### src/rtl/branch_predictor_if.sv
`default_nettype none
// ============================================================================
//  Module      : branch_predictor_if
//  Description : Fetch/branch-stage bundle between the pipeline and the
//                dynamic branch predictor.
//                  master  - pipeline side: drives PCF and the B-stage
//                            training inputs, receives the prediction
//                  slave   - predictor side
//                Signals:
//                  PCF          fetch PC (word aligned)
//                  PredTakenF   predict taken for PCF
//                  PredTargetF  predicted next PC
//                  PhtIdxF      PHT index used for PCF, carried to B
//                  UpdateB      valid, unflushed branch/jump resolving in B
//                  BranchB      resolving instruction is a conditional branch
//                  JumpB        resolving instruction is jal/jalr
//                  TakenB       resolved direction (1 for jumps)
//                  PCB          PC of the resolving instruction
//                  TargetB      resolved target
//                  PhtIdxB      PhtIdxF captured at fetch of that instruction
//  Revision    : 1.0 - initial release
// ============================================================================
interface branch_predictor_if #(
  parameter int XLEN    = 32,
  parameter int ENTRIES = 16
);
  localparam int IDX = $clog2(ENTRIES);

  logic [XLEN-1:0] PCF;
  logic            PredTakenF;
  logic [XLEN-1:0] PredTargetF;
  logic [IDX-1:0]  PhtIdxF;

  logic            UpdateB;
  logic            BranchB;
  logic            JumpB;
  logic            TakenB;
  logic [XLEN-1:0] PCB;
  logic [XLEN-1:0] TargetB;
  logic [IDX-1:0]  PhtIdxB;

  modport master (
    output PCF,
    input  PredTakenF, PredTargetF, PhtIdxF,
    output UpdateB, BranchB, JumpB, TakenB, PCB, TargetB, PhtIdxB
  );

  modport slave (
    input  PCF,
    output PredTakenF, PredTargetF, PhtIdxF,
    input  UpdateB, BranchB, JumpB, TakenB, PCB, TargetB, PhtIdxB
  );
endinterface
`default_nettype wire

### src/rtl/branch_predictor.sv
`default_nettype none
// ============================================================================
//  Module      : branch_predictor
//  Description : Fetch-stage dynamic branch predictor. A direct-mapped BTB
//                (valid/tag/target) and a PHT of 2-bit saturating counters
//                are looked up combinationally with the fetch PC; both are
//                trained by control-flow instructions resolving in B.
//                Configuration macro BP_GSHARE_EN: when defined, the PHT is
//                indexed by PC bits XOR a global history register (gshare);
//                otherwise the PHT is indexed by PC bits alone (bimodal) and
//                no history flops exist.
//  Ports       : clk   - clock
//                reset - synchronous, active-high
//                bp    - branch_predictor_if.slave (lookup + training)
//  Revision    : 1.0 - initial release
// ============================================================================
module branch_predictor #(
  parameter int XLEN    = 32,
  parameter int ENTRIES = 16
) (
  input  logic               clk,
  input  logic               reset,
  branch_predictor_if.slave  bp
);

  localparam int IDX  = $clog2(ENTRIES);
  localparam int TAGW = XLEN - IDX - 2;

  // --------------------------------------------------------------------------
  // Storage
  // --------------------------------------------------------------------------
  logic [ENTRIES-1:0] r_btb_valid;
  logic [TAGW-1:0]    r_btb_tag    [ENTRIES];
  logic [XLEN-1:0]    r_btb_target [ENTRIES];
  logic [1:0]         r_pht        [ENTRIES];

  // --------------------------------------------------------------------------
  // Lookup (combinational from PCF and current state, no bypass)
  // --------------------------------------------------------------------------
  logic [IDX-1:0]  w_bidx;
  logic [TAGW-1:0] w_tag;
  logic            w_hit;
  logic [IDX-1:0]  w_pht_idx;
  logic            w_pred_taken;

  assign w_bidx = bp.PCF[IDX+1:2];
  assign w_tag  = bp.PCF[XLEN-1:IDX+2];
  assign w_hit  = r_btb_valid[w_bidx] & (r_btb_tag[w_bidx] == w_tag);

`ifdef BP_GSHARE_EN
  logic [IDX-1:0] r_ghr;
  assign w_pht_idx = w_bidx ^ r_ghr;
`else
  assign w_pht_idx = w_bidx;
`endif

  assign w_pred_taken   = w_hit & r_pht[w_pht_idx][1];
  assign bp.PredTakenF  = w_pred_taken;
  assign bp.PredTargetF = w_pred_taken ? r_btb_target[w_bidx]
                                       : bp.PCF + XLEN'(4);
  assign bp.PhtIdxF     = w_pht_idx;

  // --------------------------------------------------------------------------
  // Training
  // --------------------------------------------------------------------------
  logic [IDX-1:0]  w_ubidx;
  logic [TAGW-1:0] w_utag;
  logic [1:0]      w_pht_cur;
  logic [1:0]      w_pht_next;

  assign w_ubidx   = bp.PCB[IDX+1:2];
  assign w_utag    = bp.PCB[XLEN-1:IDX+2];
  assign w_pht_cur = r_pht[bp.PhtIdxB];

  // Saturating step: never wraps 11->00 or 00->11.
  always_comb begin
    w_pht_next = w_pht_cur;
    if (bp.TakenB) begin
      if (w_pht_cur != 2'b11) w_pht_next = w_pht_cur + 2'b01;
    end else begin
      if (w_pht_cur != 2'b00) w_pht_next = w_pht_cur - 2'b01;
    end
  end

  // Valid bits and counters: reset-initialised state.
  always_ff @(posedge clk) begin
    if (reset) begin
      r_btb_valid <= '0;
      for (int i = 0; i < ENTRIES; i++) r_pht[i] <= 2'b01;
    end else if (bp.UpdateB) begin
      // Any taken resolution (re)writes the entry: a hit refreshes the
      // target, a miss allocates over whatever was there.
      if (bp.TakenB) r_btb_valid[w_ubidx] <= 1'b1;
      if (bp.BranchB)    r_pht[bp.PhtIdxB] <= w_pht_next;
      else if (bp.JumpB) r_pht[bp.PhtIdxB] <= 2'b11;
    end
  end

  // Tags and targets carry no reset value; they are qualified by valid.
  always_ff @(posedge clk) begin
    if (!reset && bp.UpdateB && bp.TakenB) begin
      r_btb_tag[w_ubidx]    <= w_utag;
      r_btb_target[w_ubidx] <= bp.TargetB;
    end
  end

`ifdef BP_GSHARE_EN
  // History is updated non-speculatively from B; jumps do not shift it.
  always_ff @(posedge clk) begin
    if (reset) begin
      r_ghr <= '0;
    end else if (bp.UpdateB && bp.BranchB) begin
      r_ghr <= {r_ghr[IDX-2:0], bp.TakenB};
    end
  end
`endif

  // Low PC bits are always zero for word-aligned fetch.
  logic w_unused;
  assign w_unused = &{1'b0, bp.PCF[1:0], bp.PCB[1:0]};

endmodule
`default_nettype wire

### src/flat_wrapper.sv
// flat-port wrapper written by rule: the top's interface ports become plain ports
module branch_predictor_flat 
#(
  parameter int XLEN    = 32,
  parameter int ENTRIES = 16
)
  (clk, reset, bp_PCF, bp_PredTakenF, bp_PredTargetF, bp_PhtIdxF, bp_UpdateB, bp_BranchB, bp_JumpB, bp_TakenB, bp_PCB, bp_TargetB, bp_PhtIdxB);
  branch_predictor_if #(.XLEN(XLEN), .ENTRIES(ENTRIES)) bp_i ();
  input  logic clk;
  input  logic reset;
  input wire logic [$bits(bp_i.PCF)-1:0] bp_PCF;
  output wire logic [$bits(bp_i.PredTakenF)-1:0] bp_PredTakenF;
  output wire logic [$bits(bp_i.PredTargetF)-1:0] bp_PredTargetF;
  output wire logic [$bits(bp_i.PhtIdxF)-1:0] bp_PhtIdxF;
  input wire logic [$bits(bp_i.UpdateB)-1:0] bp_UpdateB;
  input wire logic [$bits(bp_i.BranchB)-1:0] bp_BranchB;
  input wire logic [$bits(bp_i.JumpB)-1:0] bp_JumpB;
  input wire logic [$bits(bp_i.TakenB)-1:0] bp_TakenB;
  input wire logic [$bits(bp_i.PCB)-1:0] bp_PCB;
  input wire logic [$bits(bp_i.TargetB)-1:0] bp_TargetB;
  input wire logic [$bits(bp_i.PhtIdxB)-1:0] bp_PhtIdxB;
  assign bp_i.PCF = bp_PCF;
  assign bp_PredTakenF = bp_i.PredTakenF;
  assign bp_PredTargetF = bp_i.PredTargetF;
  assign bp_PhtIdxF = bp_i.PhtIdxF;
  assign bp_i.UpdateB = bp_UpdateB;
  assign bp_i.BranchB = bp_BranchB;
  assign bp_i.JumpB = bp_JumpB;
  assign bp_i.TakenB = bp_TakenB;
  assign bp_i.PCB = bp_PCB;
  assign bp_i.TargetB = bp_TargetB;
  assign bp_i.PhtIdxB = bp_PhtIdxB;
  branch_predictor #(.XLEN(XLEN), .ENTRIES(ENTRIES)) u_core (.clk(clk), .reset(reset), .bp(bp_i));
endmodule
### config.mk
export PLATFORM = sky130hd
export DESIGN_NAME = branch_predictor_flat
export DESIGN_NICKNAME = d
export VERILOG_FILES = /design/src/rtl/branch_predictor_if.sv /design/src/rtl/branch_predictor.sv /design/src/flat_wrapper.sv
export SDC_FILE = /design/constraint.sdc
export NUM_CORES = 1
export LEC_CHECK = 0
export CAP_MARGIN = 20
export CORE_AREA = 2 2 316 318
export CTS_CLUSTER_DIAMETER = 120
export DETAILED_ROUTE_END_ITERATION = 12
export DIE_AREA = 0 0 318 320
export DONT_BUFFER_PORTS = 1
export GPL_TIMING_DRIVEN = 0
export PLACE_DENSITY = 0.61
export SLEW_MARGIN = 25
export SYNTH_ARGS = -nofsm -noshare
export SYNTH_HDL_FRONTEND = slang
export SYNTH_SLANG_ARGS = --single-unit
### constraint.sdc
create_clock -name clk -period 4.32 [get_ports clk]
set_input_delay 0.432 -clock clk [delete_from_list [all_inputs] [get_ports clk]]
set_output_delay 0.432 -clock clk [all_outputs]
set_load 0.02 [all_outputs]
Word-level counts from Yosys, hierarchy flattened
Memory sizes are Yosys's and may differ from the RTL's.
Index checks and enable logic that the tools add are counted.
- register bits: 16
- bits in latches: 0
- RAM bits: 960
- ROM bits: 0
- input bits: 106
- output and inout bits: 37
- logic and storage cells: 48
- memories: 3
- add/subtract/negate cells: 3
- multipliers: 0
- divide/modulo/power cells: 0
- order comparisons: 3
- equality and inequality tests: 2
- shift-type cells: 0
- multiplexer cells: 25
- bitwise logic cells: 4
- reductions and logical operators: 7
- memory list (name ; depth ; bits a word ; read ports ; clocked after memory_dff ; write ports ; RTL line ; RTL):
    u_core.r_btb_target ; 16 ; 32 ; 1 ; 0 ; 1 ; branch_predictor.sv:34 ; logic [XLEN-1:0] r_btb_target [ENTRIES];
    u_core.r_btb_tag ; 16 ; 26 ; 1 ; 0 ; 1 ; branch_predictor.sv:33 ; logic [TAGW-1:0] r_btb_tag [ENTRIES];
    u_core.r_pht ; 16 ; 2 ; 2 ; 0 ; 16 ; branch_predictor.sv:35 ; logic [1:0] r_pht [ENTRIES];
- operators by type and width (kind ; count):
    adder 32 x 3 -> 32 bit (second input constant) ; 1
    two-way mux 32 bit ; 1
    == test 26 bit ; 1
    two-way mux 1 bit ; 16
    OR 16 bit ; 1
    less-than comparator 4 x 5 -> 1 bit (second input constant) ; 2
    two-way mux 2 bit ; 5
    binary-select mux 1 bit (select 4 bit) ; 1
    demux 1 bit (select 4 bit) ; 1
    >= comparator 4 x 1 -> 1 bit (second input constant) ; 1
    two-way mux 4 bit ; 1
    logical AND 1 bit ; 3
    adder 2 x 1 -> 2 bit (second input constant) ; 1
    AND 1 bit ; 2
    inequality test 2 bit (second input constant) ; 1
    AND reduction 2 bit ; 1
    nonzero test 2 bit ; 1
    OR reduction 2 bit ; 1
    subtractor 2 x 1 -> 2 bit (second input constant) ; 1
    logical NOT 1 bit ; 1
    OR 1 bit ; 1

Longest topological paths before layout
Gate-level depths: netlist (run 1).
- word-level depth: 8
- mapped depth: 14
- depth with buffers taken out: 9

Worst setup path after synthesis (run 1)
Ideal clock, no wire load.
- kind: input to register
- start: in bp_UpdateB
- end: mem u_core.r_btb_tag[0][0] (netlist name) (enable)
- library setup time: 0.474 ns
- arrival time: 3.689 ns
- required time: 3.846 ns
- path slack: 0.157 ns
- stages: 5
- path buffers: 1
- cells stage by stage: nor2b_1 > nand2_1 > or3_1 > clkbuf_1 > nor2_1
- word-level cells in the longest chain between the ends: 4
- RTL lines (item ; RTL line ; RTL):
    start, declared ; flat_wrapper.sv:15 ; input wire logic [$bits(bp_i.UpdateB)-1:0] bp_UpdateB;
    logical AND 1 bit (2 in series) ; branch_predictor.sv:101 ; if (!reset && bp.UpdateB && bp.TakenB) begin
    two-way mux 1 bit ; branch_predictor.sv:101 ;
    two-way mux 1 bit (implied by the code) ; branch_predictor.sv:102 ; r_btb_tag[w_ubidx] <= w_utag;
    end, declared ; branch_predictor.sv:33 ;
No other way between the ends.

Worst setup path in the final report (run 1)
- start: in bp_PCF[3]
- end: out bp_PredTargetF[30]
- word-level cells in the longest chain between the ends: 5
- elaborated cells on any way between the ends: 10
- those cells by class: add/sub (1); eq/ne (1); mux (3); bitwise (2); memory (3)
- RTL lines (item ; RTL line ; RTL):
    start, declared ; flat_wrapper.sv:11 ; input wire logic [$bits(bp_i.PCF)-1:0] bp_PCF;
    memory read (16 x 26 bit) / binary-select mux 1 bit (select 4 bit) (equally long branches) ; n/a ;
    == test 26 bit / two-way mux 1 bit (equally long branches) ; branch_predictor.sv:48 ; assign w_hit = r_btb_valid[w_bidx] & (r_btb_tag[w_bidx] == w_tag);
    AND 1 bit ; branch_predictor.sv:48 ;
    AND 1 bit ; branch_predictor.sv:57 ; assign w_pred_taken = w_hit & r_pht[w_pht_idx][1];
    two-way mux 32 bit * ; branch_predictor.sv:59 ; assign bp.PredTargetF = w_pred_taken ? r_btb_target[w_bidx]
    end, declared ; flat_wrapper.sv:13 ; output wire logic [$bits(bp_i.PredTargetF)-1:0] bp_PredTargetF;
Every way passes the cells marked *; elsewhere a longest branch is shown, timed or not. The select of a mux whose other input is x is not followed.

==> results summary, run 1 <==
Counting every net in the synthesized netlist gives approximately 1.9k. The top routing layer in use is met5. The via density per instance is 5.81. The final max-slew violation count is 0. From left edge to right edge, the die measures 318 µm.

For the final database, setup skew stands at around 11 ps. The proportion of layout cells with a drive suffix above 1 came out at between 30% and 40%. The clock tree from TritonCTS is built. The maximum fanout count along the critical path came out at 10. The final number of hold-violating endpoints is 0. Measured in cells, the most critical reg-to-reg path has a length of 7. The longest clock path from root to sink contains 3 buffers. The count of nets after finishing is 2129. The average size of a mapped cell is around 22 µm². The effective utilization at floorplan is 39.8%.

The async set or reset register ratio after synthesis is 0%. Setup repair after global routing could not meet its margin everywhere. The maximum number of pins on one net before global-route repair is 18. The endpoint identified for the worst register-to-register timing path is u_core.r_pht[4][1]$_SDFFCE_PN0P_. The highest clock rate came out at 235 MHz.

In this run the most critical hold path is launched from bp_PhtIdxB[2]. The actual slew at the worst max-slew pin is 995 ps. The average detailed-routed wire length per instance is 31.0 µm. In this run the worst hold path is classified as in2reg. For this run, design rule violations remaining after detail routing come to 0. The I/O pin count came out at 143. The count of placed standard cells in the final layout, fillers left out is between 3k and 4k. From bottom edge to top edge, the die measures 320 µm. The most used flip-flop cell after synthesis is edfxtp_1. The overall global routing resource usage is 20.6%. The total iterations of the first detailed-routing run came out at 5. The final critical-path required period is 4250 ps.

The total congestion overflow is 0. The flip-flop and latch count after synthesis came out at 976. Sequential cells were found to cover 74.8% of the synthesized design area.

The count of max-cap constraint violations is 0. The category of the worst setup path launch point is an input port. The H-tree generated during clock tree synthesis spans 3 levels. The area of the core is 98000 µm². The register-to-register setup slack is between 1000 and 1500 ps. The largest individual stage delay along the critical path comes from the cell mux4_2. Buffers inserted during clock tree synthesis total between 90 and 100.

Summed over all cells, the static leakage comes to 0.0145 µW. The endpoint of the most critical setup path is bp_PredTargetF[30]. The detailed route wirelength on metal2 is 49700 µm.

The run finished with clean final reports. The signal on the critical path passes through buf_4, buf_2, mux4_2, mux2i_1, a222oi_1, and3_1, o22ai_1, nor3_4, buf_12, clkbuf_16, mux2_4. The top cell types in the final layout, fill and taps aside, are 960 x edfxtp_1, 280 x mux4_2, 98 x clkbuf_16, 59 x dlygate4sd3_1, 51 x nand2_1. The worst hold slack after final layout came out at 88.5 ps.

The launching element of the worst setup path is bp_PCF[3]. The buffer cell driving the clock tree root is clkbuf_16. The post-CTS clock slew at the launch and capture registers of the worst setup and hold paths came out at about 60 ps. The met3 layer wire length in the routed design came out at 10600 µm.

The period utilization came out at 98.3%. The die covers 102000 µm². The clock latency on the worst-skew pair came out at 650 ps. The worst endpoint required time came out at 3890 ps.

The congestion estimate from routability-driven global placement came to 0.912. The post-route setup TNS is 0 ps. The number of different library cells in the post-synthesis netlist came out at 57. In this design, the stage delay of the slowest critical-path cell is about 550 ps. The number of enable-type register cells in the synthesized netlist is between 900 and 1k.

Leaving out fill and tap cells, the most frequent cell in the layout is edfxtp_1. The total wire length after detailed routing is about 100000 µm. The count of warnings emitted by yosys is 0. The cell count after synthesis is 1794. The detailed router finished its first iteration with between 2k and 2.5k violations. The number of sinks on the clock net came out at 976. The layout overhead on the synthesized area is 18.9%. IR analysis of the VDD net gives a maximum drop of 0.000412 V.

The setup violation total in the final timing report came out at 0. The first global-routing pass estimated about 150000 µm of wire. The worst hold path cell count is 2. The kind of end point of the critical path is an output pin. The power density relative to cell area came out at 422 nW/µm². The worst register-to-register path begins at u_core.r_pht[0][1]$_SDFFCE_PN0P_. The cell row count came out at 115. The antenna violation net count after detailed routing came out at 0.

The number of antenna violations at the first check in global routing is 15. The critical path in this run is classified as in2out. The worst pin sits at a relative slew slack of around 33%. Detailed placement finished with a half-perimeter wire length of 72100 µm. Port buffering added 0 buffers. The post-synthesis instance area came out at 39000 µm².

The number of placed instances, taps included, is 3146. The routed metal-1 wirelength is 42300 µm. The via count of the first global-routing pass came out at 20.0k.

Summing over every cut layer, the via total after detailed routing is 19.7k. For the worst setup path, the data arrival time is 3820 ps.
-- worst min-delay path by stage --
stage	endpoint	slack (ps)
CTS	u_core.r_pht[8][0]$_SDFFCE_PN1P_	40
detailed placement	u_core.r_btb_valid[8]$_SDFFE_PP0P_	470
global placement	u_core.r_btb_valid[1]$_SDFFE_PP0P_	460
finish	u_core.r_pht[8][0]$_SDFFCE_PN1P_	90
global route	u_core.r_pht[6][0]$_SDFFCE_PN1P_	80
floorplan	u_core.r_btb_valid[0]$_SDFFE_PP0P_	450
-- flip-flops by register name (all words and copies together), names as in the netlist --
| register | cells |
|---|---|
| u_core.r_btb_tag | 416 |
| u_core.r_btb_valid | 16 |
| u_core.r_btb_target | 512 |
| u_core.r_pht | 32 |
-- logic make-up after synthesis --
family          Yosys count  synth area share [%]
flops                   976                  74.8
mux                     354                  18.3
simple gates            212                  2.75
buf+inv                 125                  1.63
compound gates           80                  1.44
xor+xnor                 46                  1.03
fa+ha+maj                 1                0.0321
-- what timing repair did --
action / in CTS / in global routing
hold buffers: 59 / 0
hold endpoints to repair: 932 / 0
pin swaps: 2 / 1
endpoints found under the setup margin: 33 / 33
gates cloned: 0 / 3
resized for setup: 92 / 42
setup buffers: 2 / 2
-- power breakdown --
group | total (µW) | switching (µW) | internal [µW]
Sequential | 10500 | 20.8 | 10500
Combinational | 1170 | 678 | 490
Clock | 7880 | 3460 | 4420
-- layout make-up --
class	count	area (µm²)
inverter	26	97.6
clock inverter	52	417
fill	7917	51700
clock buffer	120	2480
antenna	1	2.50
multi-input combinational	693	9580
tap	1287	1610
buffer	99	714
timing repair buffer	131	2290
sequential	976	29100
-- synth_stat cells (all sizes together), types with 13 or more instances --
master / count / share of area (%)
nor2: 50 / 0.48
xnor2: 37 / 0.83
nand3: 29 / 0.37
o22ai: 22 / 0.35
mux2: 34 / 0.98
nand2: 51 / 0.49
nand2b: 16 / 0.26
buf: 60 / 1.0
mux4: 283 / 16
inv: 26 / 0.25
edfxtp: 960 / 74
o21ai: 13 / 0.17
clkbuf: 39 / 0.38
mux2i: 37 / 0.95
dfxtp: 16 / 0.82
-- routing by layer --
metal | global-route usage [%] | vias to the layer above
li1 | - | 8005
met1 | 27.4 | 10500
met2 | 32.4 | 955
met3 | 7.33 | 164
met4 | 5.06 | 14
met5 | 0 | -
-- worst max-delay path, delay by kind of cell --
| family | cells | cell delay [ps] |
|---|---|---|
| compound gates | 2 | 540 |
| simple gates | 2 | 380 |
| mux | 3 | 1420 |
| buf+inv | 4 | 1020 |
-- metrics by stage --
stage | area [µm²] | utilization, % | power (µW) | worst slack (ps)
6_report | 46300 | 47.3 | 19500 | 71.4
5_1_grt | 46300 | 47.3 | 20100 | -26.9
4_1_cts | 46100 | 47.0 | 19700 | -5.05
3_5_place_dp | 42300 | 43.2 | 11700 | -1260
3_3_place_gp | 40600 | 41.4 | 11600 | -3550
2_1_floorplan | 39000 | - | 11300 | 157
No activity file was read; power rests on OpenSTA's default activity.
==> run 2, diff against run 1 <==
--- a/config.mk
+++ b/config.mk
@@ -6,10 +6,10 @@
 export NUM_CORES = 1
 export LEC_CHECK = 0
 export CAP_MARGIN = 20
-export CORE_AREA = 2 2 316 318
+export CORE_AREA = 10 10 324 326
 export CTS_CLUSTER_DIAMETER = 120
 export DETAILED_ROUTE_END_ITERATION = 12
-export DIE_AREA = 0 0 318 320
+export DIE_AREA = 0 0 334 336
 export DONT_BUFFER_PORTS = 1
 export GPL_TIMING_DRIVEN = 0
 export PLACE_DENSITY = 0.61
==> run 2 against run 1 <==
Core utilization is 0.30 points lower; final cell count is 0.27% lower; critical path depth is 1 lower; non-clock buffer count is 8 lower; total power is 0.78% lower; die area is 10% higher; clock-buffer cell count is 3 lower; global-route usage is 1.6 points lower; fmax is 0.33% higher; critical endpoint is now bp_PredTargetF[2]; largest cell class unchanged; highest routed layer unchanged.
==> results summary, run 2 (same netlist as run 1, synthesis figures left out) <==
The run finished with clean final reports. The total congestion overflow is 0. The number of antenna violations at the first check in global routing is 11. The post-placement worst setup slack came out at -1170 ps.

The clock buffer count from CTS is 94. The worst hold path cell count came out at 2. Setup slack on the critical path of the routed design comes to 85.3 ps. The via count of the first global-routing pass came out at 20.2k. The number of buffers on the longest clock path is 3.

The number of DRC violations after detailed routing is 0. The post-CTS clock slew at the launch and capture registers of the worst setup and hold paths came out at 60 ps. Between clock sinks in the finished design, the worst skew comes to 6.49 ps. The cell row count is 115.

The worst setup path is launched from a flop. At the end of routability-driven placement, the weighted congestion stood at 0.903. The data arrival at the endpoint of the critical path is 3800 ps. For this design the static power due to leakage is 0.0144 µW. In the final layout, the share of cells above drive strength 1 is 30.0%. In this run the worst path has a maximum fanout of 10. The first TritonRoute pass finished after 5 iterations. The kind of end point of the critical path is an output pin.

The tightest min-delay check is of the in2reg type. Static timing analysis puts the maximum clock frequency at 236 MHz. The worst slew slack as a fraction of its limit came out at 44.1%. The reg-to-reg startpoint is u_core.r_pht[0][1]$_SDFFCE_PN0P_.

The power density relative to cell area is 420 nW/µm². For this configuration, the core starts out at a cell density of roughly two fifths. Subtracting the final worst setup slack from the clock period gives roughly 4200 ps. Across every metal layer, demand over resource in global routing totals 19.0%. Counting flops per register, the top entry is u_core.r_btb_target. The number of levels the H-tree was split into is 3. The via density per instance is 5.81. The floorplan step set the die height to 336 µm. The flip-flop count of the largest register after layout came out at between 500 and 600.

The final max-slew violation count is 0. The count of nets after finishing came out at 2120. The worst setup path is of the reg2out kind. The fraction of the core area covered by cells at the end of the flow came out at between 40 and 50%.

Among the stages of the critical path, the cell type that occurs most often is mux2i_4. For the worst flop-to-flop path, the logic depth is 7. The number of sinks on the clock net came out at 976.

In the final routed layout, each cell accounts on average for 31.7 µm. The die outline area came out at approximately 110000 µm². The maximum number of pins on one net before global-route repair came out at 18. The layout overhead on the synthesized area came out at 18.3%. In this run the most critical hold path is launched from bp_PhtIdxB[2]. For this block, the routed nets add up to between 100000 and 150000 µm of wire. Leaving out fill and tap cells, the most frequent cells in the layout are 960 x edfxtp_1, 280 x mux4_2, 95 x clkbuf_16, 59 x dlygate4sd3_1, 51 x nand2_1.

Once detailed placement completed, the half-perimeter wirelength came to about 73000 µm. The number of port buffers came out at 0. The largest registers in the layout are u_core.r_btb_target x512, u_core.r_btb_tag x416, u_core.r_pht x32.

The final number of hold-violating endpoints came out at 0. In this run the critical register-to-register path is captured at u_core.r_pht[4][1]$_SDFFCE_PN0P_. The count of nets left with antenna violations once routing finished came out at 0. The cell with the largest stage delay on the worst path is mux4_2. The tree is rooted in a clkbuf_16. The worst endpoint required time came out at 3890 ps. Leaving out fill and tap cells, the most frequent cell in the layout is edfxtp_1. The I/O pin count came out at 143. Across the run, the number of max-cap violations was 0.

The clock tree from TritonCTS is built. The destination of the worst hold path is u_core.r_pht[10][0]$_SDFFCE_PN1P_. Walking the worst path, the cells encountered are mux4_2, mux2i_4, o21ai_0, or4_4, a211oi_2, nand4_1, nor3_4, buf_12, buf_8, mux2i_4.

The peak per-stage delay on the critical path is 520 ps. The register-to-register setup slack is 1410 ps. The area of the core is 98100 µm². The violation count after the first detailed-routing iteration came out at 2412.

Setup violations remaining at the end of the flow were counted as 0. The actual slew at the worst max-slew pin is 838 ps. The die boundary width is 334 µm. Overall power consumption after layout is estimated at 19400 µW. The maximum vdd drop is approximately 0.00035 V. The wire length of the first global-routing pass came out at 152000 µm. The routed via count is 19.6k. The final critical path takes up 98.0% of the cycle. The clock latency on the worst-skew pair came out at between 600 and 700 ps.
[run 2: cell types whose count changed in the layout (fill, tap and decap cells not counted), moves of 4 or more]
cell      change
diode_2       +5
inv_6         -4
buf_16        -5
clkbuf_4      +4
[run 2: worst max path at each step]
stage,start,to,cells past startpoint
floorplan,bp_UpdateB,u_core.r_btb_tag[0][0]$_DFFE_PP_,5
global placement,bp_UpdateB,u_core.r_btb_target[10][23]$_DFFE_PP_,3
detailed placement,bp_PCF[4],bp_PredTargetF[2],12
CTS,bp_PCF[3],bp_PredTargetF[5],9
global route,u_core.r_btb_tag[11][10]$_DFFE_PP_,bp_PredTargetF[2],10
finish,u_core.r_btb_tag[13][3]$_DFFE_PP_,bp_PredTargetF[2],10
[run 2: cell type report]
| cell class | count | area, µm² |
|---|---|---|
| Antenna cell | 6 | 15.0 |
| Fill cell | 8042 | 52000 |
| Inverter | 26 | 97.6 |
| Tap cell | 1287 | 1610 |
| Timing Repair Buffer | 123 | 2110 |
| Multi-Input combinational cell | 693 | 9590 |
| Clock buffer | 117 | 2460 |
| Clock inverter | 49 | 377 |
| Buffer | 99 | 709 |
| Sequential cell | 976 | 29100 |
[run 2: repair_timing]
item / 4_1_cts / 5_1_grt
hold buffers: 59 / 0
endpoints found under the hold margin: 932 / 0
setup endpoints to repair: 33 / 33
gates resized for setup: 73 / 58
setup buffers: 2 / 0
pin swaps: 1 / 0
[run 2: layer usage]
layer  vias to the layer above  track usage, %  part of all wire (%)
met4                        10            4.50                   2.3
li1                       7987               -                     -
met1                     10500            24.8                    39
met3                       164            7.26                    12
met5                         -               0                 0.059
met2                       965            29.9                    47
[run 2: critical path, delay by kind of cell (launching register included)]
kind            cells  cell delay (ps)
buf+inv             2              350
simple gates        3              850
compound gates      2              360
mux                 3             1210
flops               1              380
[run 2: where the power goes]
part	internal [µW]	leakage (µW)	total (µW)	switching, µW
sequential	10500	0.00876	10500	20.8
combinational	488	0.00422	1180	690
clock	4320	0.00139	7710	3390
total	15300	0.0144	19400	4100
[run 2: metrics by stage]
step | instance area [µm²] | setup TNS [ps] | hold WS, ps | cells
5_1_grt | 46100 | -308 | 71.3 | 3372
6_report | 46100 | 0 | 98.8 | 3376
3_5_place_dp | 42200 | -30930 | 468 | 3143
2_1_floorplan | 39000 | 0 | 452 | 1794
3_3_place_gp | 40600 | -3194540 | 466 | 3081
4_1_cts | 45900 | -2.76 | 50.1 | 3370
